<file path="src/rtl/max7219_frame_loader_if.sv">
// UART-byte input, SPI-master handshake and status outputs of the MAX7219 frame loader.
interface max7219_frame_loader_if;
    logic        i_rx_stb;
    logic [7:0]  i_rx_data;
    logic        i_spi_busy;
    logic        o_spi_wr;
    logic [15:0] o_spi_data;
    logic        o_init_done;
    logic        o_frame_done;
    logic        o_err;

    modport slave (
        input  i_rx_stb, i_rx_data, i_spi_busy,
        output o_spi_wr, o_spi_data, o_init_done, o_frame_done, o_err
    );

    modport master (
        output i_rx_stb, i_rx_data, i_spi_busy,
        input  o_spi_wr, o_spi_data, o_init_done, o_frame_done, o_err
    );
endinterface

</file>
<file path="src/rtl/max7219_frame_loader.sv">
// Parses '<' + 8 row bytes + '>' UART frames and streams MAX7219 register writes
// (power-up init, then one 8-row refresh per accepted frame) through a 16-bit SPI master.
module max7219_frame_loader #(
    parameter logic [3:0] INTENSITY  = 4'h8,
    parameter logic [2:0] SCAN_LIMIT = 3'd7,
    parameter logic [7:0] SOF_BYTE   = 8'h3C,
    parameter logic [7:0] EOF_BYTE   = 8'h3E
) (
    input logic                   i_clk,
    input logic                   i_rst_n,
    max7219_frame_loader_if.slave bus
);
    localparam int unsigned ROWS  = 8;
    localparam int unsigned IDX_W = 4;
    localparam int unsigned CNT_W = 3;

    // Word index: 0..4 are control registers, 5..12 are digit rows 0..7.
    localparam logic [IDX_W-1:0] FIRST_ROW_IDX = IDX_W'(5);
    localparam logic [IDX_W-1:0] LAST_IDX      = IDX_W'(12);

    typedef enum logic [1:0] {P_IDLE, P_DATA, P_END} p_state_e;
    typedef enum logic [2:0] {W_INIT, W_IDLE, W_SEND, W_SETTLE, W_WAIT} w_state_e;

    p_state_e         p_q, p_d;
    w_state_e         w_q, w_d;
    logic [CNT_W-1:0] cnt_q, cnt_d;
    logic [IDX_W-1:0] idx_q, idx_d;
    logic             pend_q, pend_d;
    logic [7:0]       rx_buf_q [ROWS];
    logic [7:0]       rx_buf_d [ROWS];
    logic [7:0]       disp_q   [ROWS];
    logic [7:0]       disp_d   [ROWS];

    logic             wr_q, wr_d;
    logic [15:0]      data_q, data_d;
    logic             init_done_q, init_done_d;
    logic             frame_done_q, frame_done_d;
    logic             err_q, err_d;

    logic [15:0]      word_c;
    logic             sending_c;

    // State and datapath registers
    always_ff @(posedge i_clk or negedge i_rst_n) begin
        if (!i_rst_n) begin
            p_q          <= P_IDLE;
            w_q          <= W_INIT;
            cnt_q        <= '0;
            idx_q        <= '0;
            pend_q       <= 1'b0;
            rx_buf_q     <= '{default: '0};
            disp_q       <= '{default: '0};
            wr_q         <= 1'b0;
            data_q       <= '0;
            init_done_q  <= 1'b0;
            frame_done_q <= 1'b0;
            err_q        <= 1'b0;
        end else begin
            p_q          <= p_d;
            w_q          <= w_d;
            cnt_q        <= cnt_d;
            idx_q        <= idx_d;
            pend_q       <= pend_d;
            rx_buf_q     <= rx_buf_d;
            disp_q       <= disp_d;
            wr_q         <= wr_d;
            data_q       <= data_d;
            init_done_q  <= init_done_d;
            frame_done_q <= frame_done_d;
            err_q        <= err_d;
        end
    end

    // Register word addressed by the current index
    always_comb begin
        word_c = '0;
        case (idx_q)
            IDX_W'(0): word_c = 16'h0F00;
            IDX_W'(1): word_c = 16'h0900;
            IDX_W'(2): word_c = {8'h0A, 4'h0, INTENSITY};
            IDX_W'(3): word_c = {8'h0B, 5'h0, SCAN_LIMIT};
            IDX_W'(4): word_c = 16'h0C01;
            default:   word_c = {8'(idx_q) - 8'd4, disp_q[CNT_W'(idx_q - FIRST_ROW_IDX)]};
        endcase
    end

    assign sending_c = (w_q == W_INIT || w_q == W_SEND) && !bus.i_spi_busy;

    // Next-state logic for parser and writer
    always_comb begin
        p_d      = p_q;
        w_d      = w_q;
        cnt_d    = cnt_q;
        idx_d    = idx_q;
        pend_d   = pend_q;
        rx_buf_d = rx_buf_q;
        disp_d   = disp_q;

        if (bus.i_rx_stb) begin
            case (p_q)
                P_IDLE: begin
                    if (bus.i_rx_data == SOF_BYTE && !pend_q) begin
                        p_d   = P_DATA;
                        cnt_d = '0;
                    end
                end
                P_DATA: begin
                    rx_buf_d[cnt_q] = bus.i_rx_data;
                    cnt_d           = cnt_q + CNT_W'(1);
                    if (cnt_q == CNT_W'(ROWS - 1)) p_d = P_END;
                end
                P_END: begin
                    p_d = P_IDLE;
                    if (bus.i_rx_data == EOF_BYTE) pend_d = 1'b1;
                end
                default: p_d = P_IDLE;
            endcase
        end

        // pend is only set by the parser while it is clear, so the writer's clear never collides
        case (w_q)
            W_INIT, W_SEND: if (!bus.i_spi_busy) w_d = W_SETTLE;
            W_SETTLE:       w_d = W_WAIT;
            W_WAIT: begin
                if (!bus.i_spi_busy) begin
                    if (idx_q == LAST_IDX) begin
                        w_d = W_IDLE;
                    end else begin
                        idx_d = idx_q + IDX_W'(1);
                        w_d   = init_done_q ? W_SEND : W_INIT;
                    end
                end
            end
            W_IDLE: begin
                if (pend_q) begin
                    disp_d = rx_buf_q;
                    pend_d = 1'b0;
                    idx_d  = FIRST_ROW_IDX;
                    w_d    = W_SEND;
                end
            end
            default: w_d = W_IDLE;
        endcase
    end

    // Next values of the registered outputs
    always_comb begin
        wr_d         = 1'b0;
        data_d       = data_q;
        init_done_d  = init_done_q;
        frame_done_d = 1'b0;
        err_d        = 1'b0;

        if (bus.i_rx_stb) begin
            if (p_q == P_IDLE && pend_q && bus.i_rx_data == SOF_BYTE) err_d = 1'b1;
            if (p_q == P_END && bus.i_rx_data != EOF_BYTE)            err_d = 1'b1;
        end

        if (sending_c) begin
            wr_d   = 1'b1;
            data_d = word_c;
        end

        if (w_q == W_WAIT && !bus.i_spi_busy && idx_q == LAST_IDX) begin
            if (init_done_q) frame_done_d = 1'b1;
            else             init_done_d  = 1'b1;
        end
    end

    assign bus.o_spi_wr     = wr_q;
    assign bus.o_spi_data   = data_q;
    assign bus.o_init_done  = init_done_q;
    assign bus.o_frame_done = frame_done_q;
    assign bus.o_err        = err_q;

endmodule

</file>
<file path="src/flat_wrapper.sv">
// flat-port wrapper written by rule: the top's interface ports become plain ports
module max7219_frame_loader_flat 
#(
    parameter logic [3:0] INTENSITY  = 4'h8,
    parameter logic [2:0] SCAN_LIMIT = 3'd7,
    parameter logic [7:0] SOF_BYTE   = 8'h3C,
    parameter logic [7:0] EOF_BYTE   = 8'h3E
)
  (i_clk, i_rst_n, bus_i_rx_stb, bus_i_rx_data, bus_i_spi_busy, bus_o_spi_wr, bus_o_spi_data, bus_o_init_done, bus_o_frame_done, bus_o_err);
  max7219_frame_loader_if bus_i ();
  input logic i_clk;
  input logic i_rst_n;
  input wire logic [$bits(bus_i.i_rx_stb)-1:0] bus_i_rx_stb;
  input wire logic [$bits(bus_i.i_rx_data)-1:0] bus_i_rx_data;
  input wire logic [$bits(bus_i.i_spi_busy)-1:0] bus_i_spi_busy;
  output wire logic [$bits(bus_i.o_spi_wr)-1:0] bus_o_spi_wr;
  output wire logic [$bits(bus_i.o_spi_data)-1:0] bus_o_spi_data;
  output wire logic [$bits(bus_i.o_init_done)-1:0] bus_o_init_done;
  output wire logic [$bits(bus_i.o_frame_done)-1:0] bus_o_frame_done;
  output wire logic [$bits(bus_i.o_err)-1:0] bus_o_err;
  assign bus_i.i_rx_stb = bus_i_rx_stb;
  assign bus_i.i_rx_data = bus_i_rx_data;
  assign bus_i.i_spi_busy = bus_i_spi_busy;
  assign bus_o_spi_wr = bus_i.o_spi_wr;
  assign bus_o_spi_data = bus_i.o_spi_data;
  assign bus_o_init_done = bus_i.o_init_done;
  assign bus_o_frame_done = bus_i.o_frame_done;
  assign bus_o_err = bus_i.o_err;
  max7219_frame_loader #(.INTENSITY(INTENSITY), .SCAN_LIMIT(SCAN_LIMIT), .SOF_BYTE(SOF_BYTE), .EOF_BYTE(EOF_BYTE)) u_core (.i_clk(i_clk), .i_rst_n(i_rst_n), .bus(bus_i));
endmodule
</file>
<file path="config.mk">
export PLATFORM = sky130hd
export DESIGN_NAME = max7219_frame_loader_flat
export DESIGN_NICKNAME = d
export VERILOG_FILES = /design/src/rtl/max7219_frame_loader_if.sv /design/src/rtl/max7219_frame_loader.sv /design/src/flat_wrapper.sv
export SDC_FILE = /design/constraint.sdc
export NUM_CORES = 1
export LEC_CHECK = 0
export ABC_AREA = 1
export BUFFER_PORTS_ARGS = -buffer_cell sky130_fd_sc_hd__buf_2
export CORE_UTILIZATION = 55
export DETAILED_ROUTE_END_ITERATION = 6
export MAX_ROUTING_LAYER = met4
export PLACE_DENSITY_LB_ADDON = 0.2
export SLEW_MARGIN = 20
export SYNTH_ARGS = -nofsm -noshare
export SYNTH_HDL_FRONTEND = slang
export SYNTH_SLANG_ARGS = --single-unit
export TNS_END_PERCENT = 1
</file>
<file path="constraint.sdc">
create_clock -name i_clk -period 1.9 [get_ports i_clk]
set_input_delay 0.57 -clock i_clk [delete_from_list [all_inputs] [get_ports i_clk]]
set_output_delay 0.57 -clock i_clk [all_outputs]
set_load 0.01 [all_outputs]
</file>
## Yosys cells after proc, flatten, opt, wreduce, memory -nomap -nowiden

Cells that the tools add are included.

- Bitwise logic cells: 2
- Muxes and demuxes: 33
- Eq/ne operators: 21
- Div/mod/pow operators: 0
- Shifts and indexed selects: 0
- $mul: 0
- $add $sub $neg: 4
- Reductions and logical operators: 23
- Magnitude comparators: 3

Operators by type and width:

| cell | number |
|---|---|
| one-hot mux 16 bit (5 select lines) | 1 |
| bitwise mux 64 bit | 1 |
| binary-select mux 8 bit (select 3 bit) | 1 |
| demux 8 bit (select 3 bit) | 1 |
| 2-to-1 mux 8 bit | 3 |
| == test 8 x 6 -> 1 bit (second input constant) | 2 |
| 2-to-1 mux 3 bit | 5 |
| 2-to-1 mux 4 bit | 3 |
| one-hot mux 3 bit (4 select lines) | 1 |
| 2-to-1 mux 1 bit | 11 |
| AND reduction 3 bit | 3 |
| == test 4 x 2 -> 1 bit (second input constant) | 2 |
| >= comparator 4 bit (second input constant) | 2 |
| logical AND 1 bit | 8 |
| != test 8 x 6 -> 1 bit (second input constant) | 1 |
| inverter 3 -> 4 bit | 2 |
| one-hot mux 4 bit (2 select lines) | 1 |
| == test 3 x 2 -> 1 bit (second input constant) | 2 |
| == test 3 bit (second input constant) | 2 |
| 2-to-1 mux 2 bit | 3 |
| != test 2 x 1 -> 1 bit (second input constant) | 3 |
| != test 2 bit (second input constant) | 3 |
| one-hot mux 3 bit (2 select lines) | 1 |
| subtractor 4 x 3 -> 5 bit (second input constant) | 1 |
| other kinds (20) | 23 |

- Latch bits: 0
- Output and inout port bits: 20
- ROM bits: 0
- Memories kept: 0
- Logic and storage cells: 112
- Bits in writable memories: 0
- Bits of input ports: 12
- Register bits: 161

## Longest topological paths before layout

- Depth after elaboration: 6
- Mapped depth: 10
- Depth with buffers taken out: 9

## Worst setup path before layout

OpenSTA, ideal clock, no wires.

- Kind: register to register
- Start: register u_core.idx_q[0]
- End: register u_core.data_q[4] (netlist: u_core.bus.o_spi_data[4])
- Library setup time: 0.076 ns
- Stages on the path, launching flop included: 11
- Period minus slack after synthesis: 1.864 ns
- Arrival: 1.787 ns
- Path slack: 0.036 ns
- Path buffers: 2
- Required time: 1.824 ns
- Path through: dfrtp_1 inv_1 clkbuf_1 ha_1 clkbuf_1 clkinv_1 nor2_1 o21ai_0 nand3_1 nand2_1 o21ai_1

- Cells in the longest elaborated chain, start to end: 6
- Elaborated cells between the ends (all ways): 11
- Classes of those cells: add/sub (1); eq/ne (4); mux (4); bitwise (1); reduce/logical (1)

RTL lines:

| item | line | text |
|---|---|---|
| start: declaration | max7219_frame_loader.sv:27 | `logic [IDX_W-1:0] idx_q, idx_d;` |
| start signal: assignment | max7219_frame_loader.sv:62 | `idx_q <= idx_d;` |
| subtractor 3 bit | max7219_frame_loader.sv:83 | `default: word_c = {8'(idx_q) - 8'd4, disp_q[CNT_W'(idx_q - FIRST_ROW_IDX)]};` |
| inverter 3 -> 4 bit (not written as such) | max7219_frame_loader.sv:83 |  |
| binary-select mux 8 bit (select 3 bit) | max7219_frame_loader.sv:83 |  |
| 2-to-1 mux 8 bit (not written as such) (2 in a row) | max7219_frame_loader.sv:83 |  |
| one-hot mux 16 bit (5 select lines) * | max7219_frame_loader.sv:77 | `case (idx_q)` |
| end signal: assignment | max7219_frame_loader.sv:67 | `data_q <= data_d;` |
| end: declaration | max7219_frame_loader.sv:35 | `logic [15:0] data_q, data_d;` |

Every way passes the cells marked *; elsewhere a longest branch is shown, timed or not. The select of a mux whose other input is x is not followed.
A chain may end at the register's enable or synchronous reset.

## Worst setup path in the final report

- Start: register u_core.idx_q[1]
- End: register u_core.data_q[0] (netlist: u_core.bus.o_spi_data[0])

The elaborated chain is that of the path after synthesis.

==> run metrics <==
crit path DAT=2.07 ns; cell row count=40; clock share of power=0.308; vias in the first global route=5,244; vias per std cell=5.30; Min-Delay Path Class=primary input to asynchronous set/reset pin; Peak VDD IR=0.000897 V; nets=864; final WL=15.9 mm; library cells used by synthesis=30; DR WL/cell=15.6 um; Starting Density=0.574; Register-to-Register Path Depth=7; min Tclk post-route=1.73 ns; Int Power=7.97 mW; P&R area growth vs syn=14.3%; fillers=1,052; most frequent cell after synthesis=nand2_1; GP Congestion=0.887; CTS tree=yes; worst-case clock buffer depth=2; # IOs=32; FFs w/ async S/R, synth=1.00; final setup TNS=0 ns; die width=115 um; syn_nets=830; IO Port Bufs=31; Sw Ratio=0.345; Slew HR=0.616; predominant post-synthesis flop cell=dfrtp_1; Syn Area/Cell=8.68 um^2; overall routing resource usage=0.271; number of synthesized flops with an enable pin=0; Core Region=0.0122 mm^2; Least-Margin Pin Slew=0.575 ns; clk_lat worst skew=0.41 ns; Comb pwr share=0.318; NetSw=4.20 mW; PnR Total Power=12.2 mW; pwr dens=1520 mW/mm^2; CP Capture Type=flip-flop; Final HPWL DP=10.7 mm; # DRC=0; FMAX=0.578 GHz; Post-CTS Setup Bufs=0; DR pass1 iterations=5; Placed Area=0.00733 mm^2; WP data required=2.24 ns; clk_skew=0.00814 ns; Final Max Tran Viols=0; sequential area share after synthesis=0.564; Clk Tree Root Cell=clkbuf_16; crit share post-route=0.910; layout cell share with drive strength beyond 1=0.128; initial antenna violation count=0; Vias=5,419; DRT antenna net count=0; cell area after layout=0.00802 mm^2; worst hold slack=0.104 ns; critical path launch point type=flip-flop; Setup Viol. Count Final=0; multi-input logic area=0.00257 mm^2; Commonest cells post-synth=268 x nand2_1, 158 x dfrtp_1, 74 x o21ai_0; synth warn=0; largest net degree at the start of global routing=48; Synth area leader=dfrtp_1; maxcap violations=0; Register Area=0.00396 mm^2; CP Max Fanout=6; overflow left after global routing=0; Final Hold Fails=0; Gate Count Post-Synth=808; Mapped Area=0.00701 mm^2; status=finished, final reports clean; die height=115 um; register bit total from synthesis=158; CTS buffer count=17; Die ar.=0.0132 mm^2; static leakage=4.05 nW; clock sink count=158; Iter 0 DRT Violations=447; clock slew at reported path FFs=0.06 ns; diode count=0; sequential share of power=0.374; first-pass GRT wire length=26.1 mm; H-tree depth=4; critical path type=flip-flop to flip-flop; synth top area cells=dfrtp_1 56%, nand2_1 14%, o21ai_0 5.3%; Synth top area share=0.564
## flip-flops by register name, indices dropped and copies added (netlist names), 2 cells and up
register	count
u_core.bus.o_spi_data	13
u_core.w_q	3
u_core.disp_q	64
u_core.idx_q	4
u_core.cnt_q	3
u_core.p_q	2
u_core.rx_buf_q	64
## power groups by stage
stage               clock network (mW)  logic, mW  registers [mW]
global placement                     0       3.60            4.54
CTS                               3.79       3.75            4.54
finish                            3.75       3.87            4.55
floorplan                            0       2.54            4.54
global route                      3.94       4.37            4.63
detailed placement                   0       3.72            4.59
## per-layer routing
layer	GRT usage	vias to the layer above	wire length, um
li1	-	2642	-
met1	0.337	2623	7110
met2	0.447	139	7880
met3	0.0585	15	680
met4	0.0814	0	219
met5	-	-	0
## cell families after synthesis
kind of cell	after synthesis	share of synthesized area
AOI/OAI and AO/OA	152	0.117
xor gates and xnor gates	3	0.00375
adders and majority gates	10	0.0178
buffers and inverters	110	0.0726
DFF	158	0.564
and+or+nand+nor	375	0.225
## area by class of cell
cell class,count,share of cell area
flip-flops and latches,158,0.493
repair buffers,49,0.0417
well taps,168,0.0262
multi-input cells,540,0.320
inverters,76,0.0361
clock inverters,5,0.0187
clock buffers,26,0.0635
## critical path: stages, from the launching register on
cell	delay (ns)
dfrtp_1	0.43
inv_1	0.11
ha_1	0.24
o21ai_0	0.25
inv_1	0.12
nor2_2	0.23
nand3_1	0.14
a21oi_1	0.14
## through the flow
stage / setup slack [ns] / instances / utilization
floorplan: 0.0364 / 808 / -
global placement: 0.203 / 991 / 0.600
detailed placement: 0.0762 / 991 / 0.600
CTS: 0.0740 / 1022 / 0.654
global route: -0.00443 / 1022 / 0.656
finish: 0.171 / 1022 / 0.656
## placed cells by master (no fill, tap or decap), drive strengths merged, types with 5 or more instances in the layout
| cell | netlist | final |
|---|---|---|
| o21ai | 125 | 125 |
| inv | 75 | 75 |
| buf | 26 | 49 |
| nand2 | 277 | 277 |
| nand3 | 46 | 46 |
| bufinv | 0 | 5 |
| clkbuf | 8 | 26 |
| a21oi | 15 | 15 |
| nor2 | 45 | 45 |
| dfrtp | 158 | 158 |
| o211ai | 10 | 10 |
| ha | 10 | 10 |
| nor3 | 6 | 6 |
## timing repair
item                                    4_1_cts  5_1_grt
resized for setup                             0        6
endpoints found under the setup margin        0       14
hold buffers                                  0        0
## path summary, 6_finish.rpt
path | startpoint | to | slack, ns
setup / recovery | u_core.idx_q[1] | u_core.bus.o_spi_data[0] | 0.17
hold / removal | i_rst_n | u_core.rx_buf_q[19] | 0.10
setup reg to reg | u_core.idx_q[1] | u_core.bus.o_spi_data[0] | 0.17
hold reg to reg | u_core.rx_buf_q[44] | u_core.disp_q[44] | 0.47
max in group asynchronous | i_rst_n | u_core.disp_q[28] | 1.18
min in group i_clk | bus_i_rx_data[1] | u_core.rx_buf_q[1] | 0.39
Note: power is estimated with default switching activity, not from simulation.
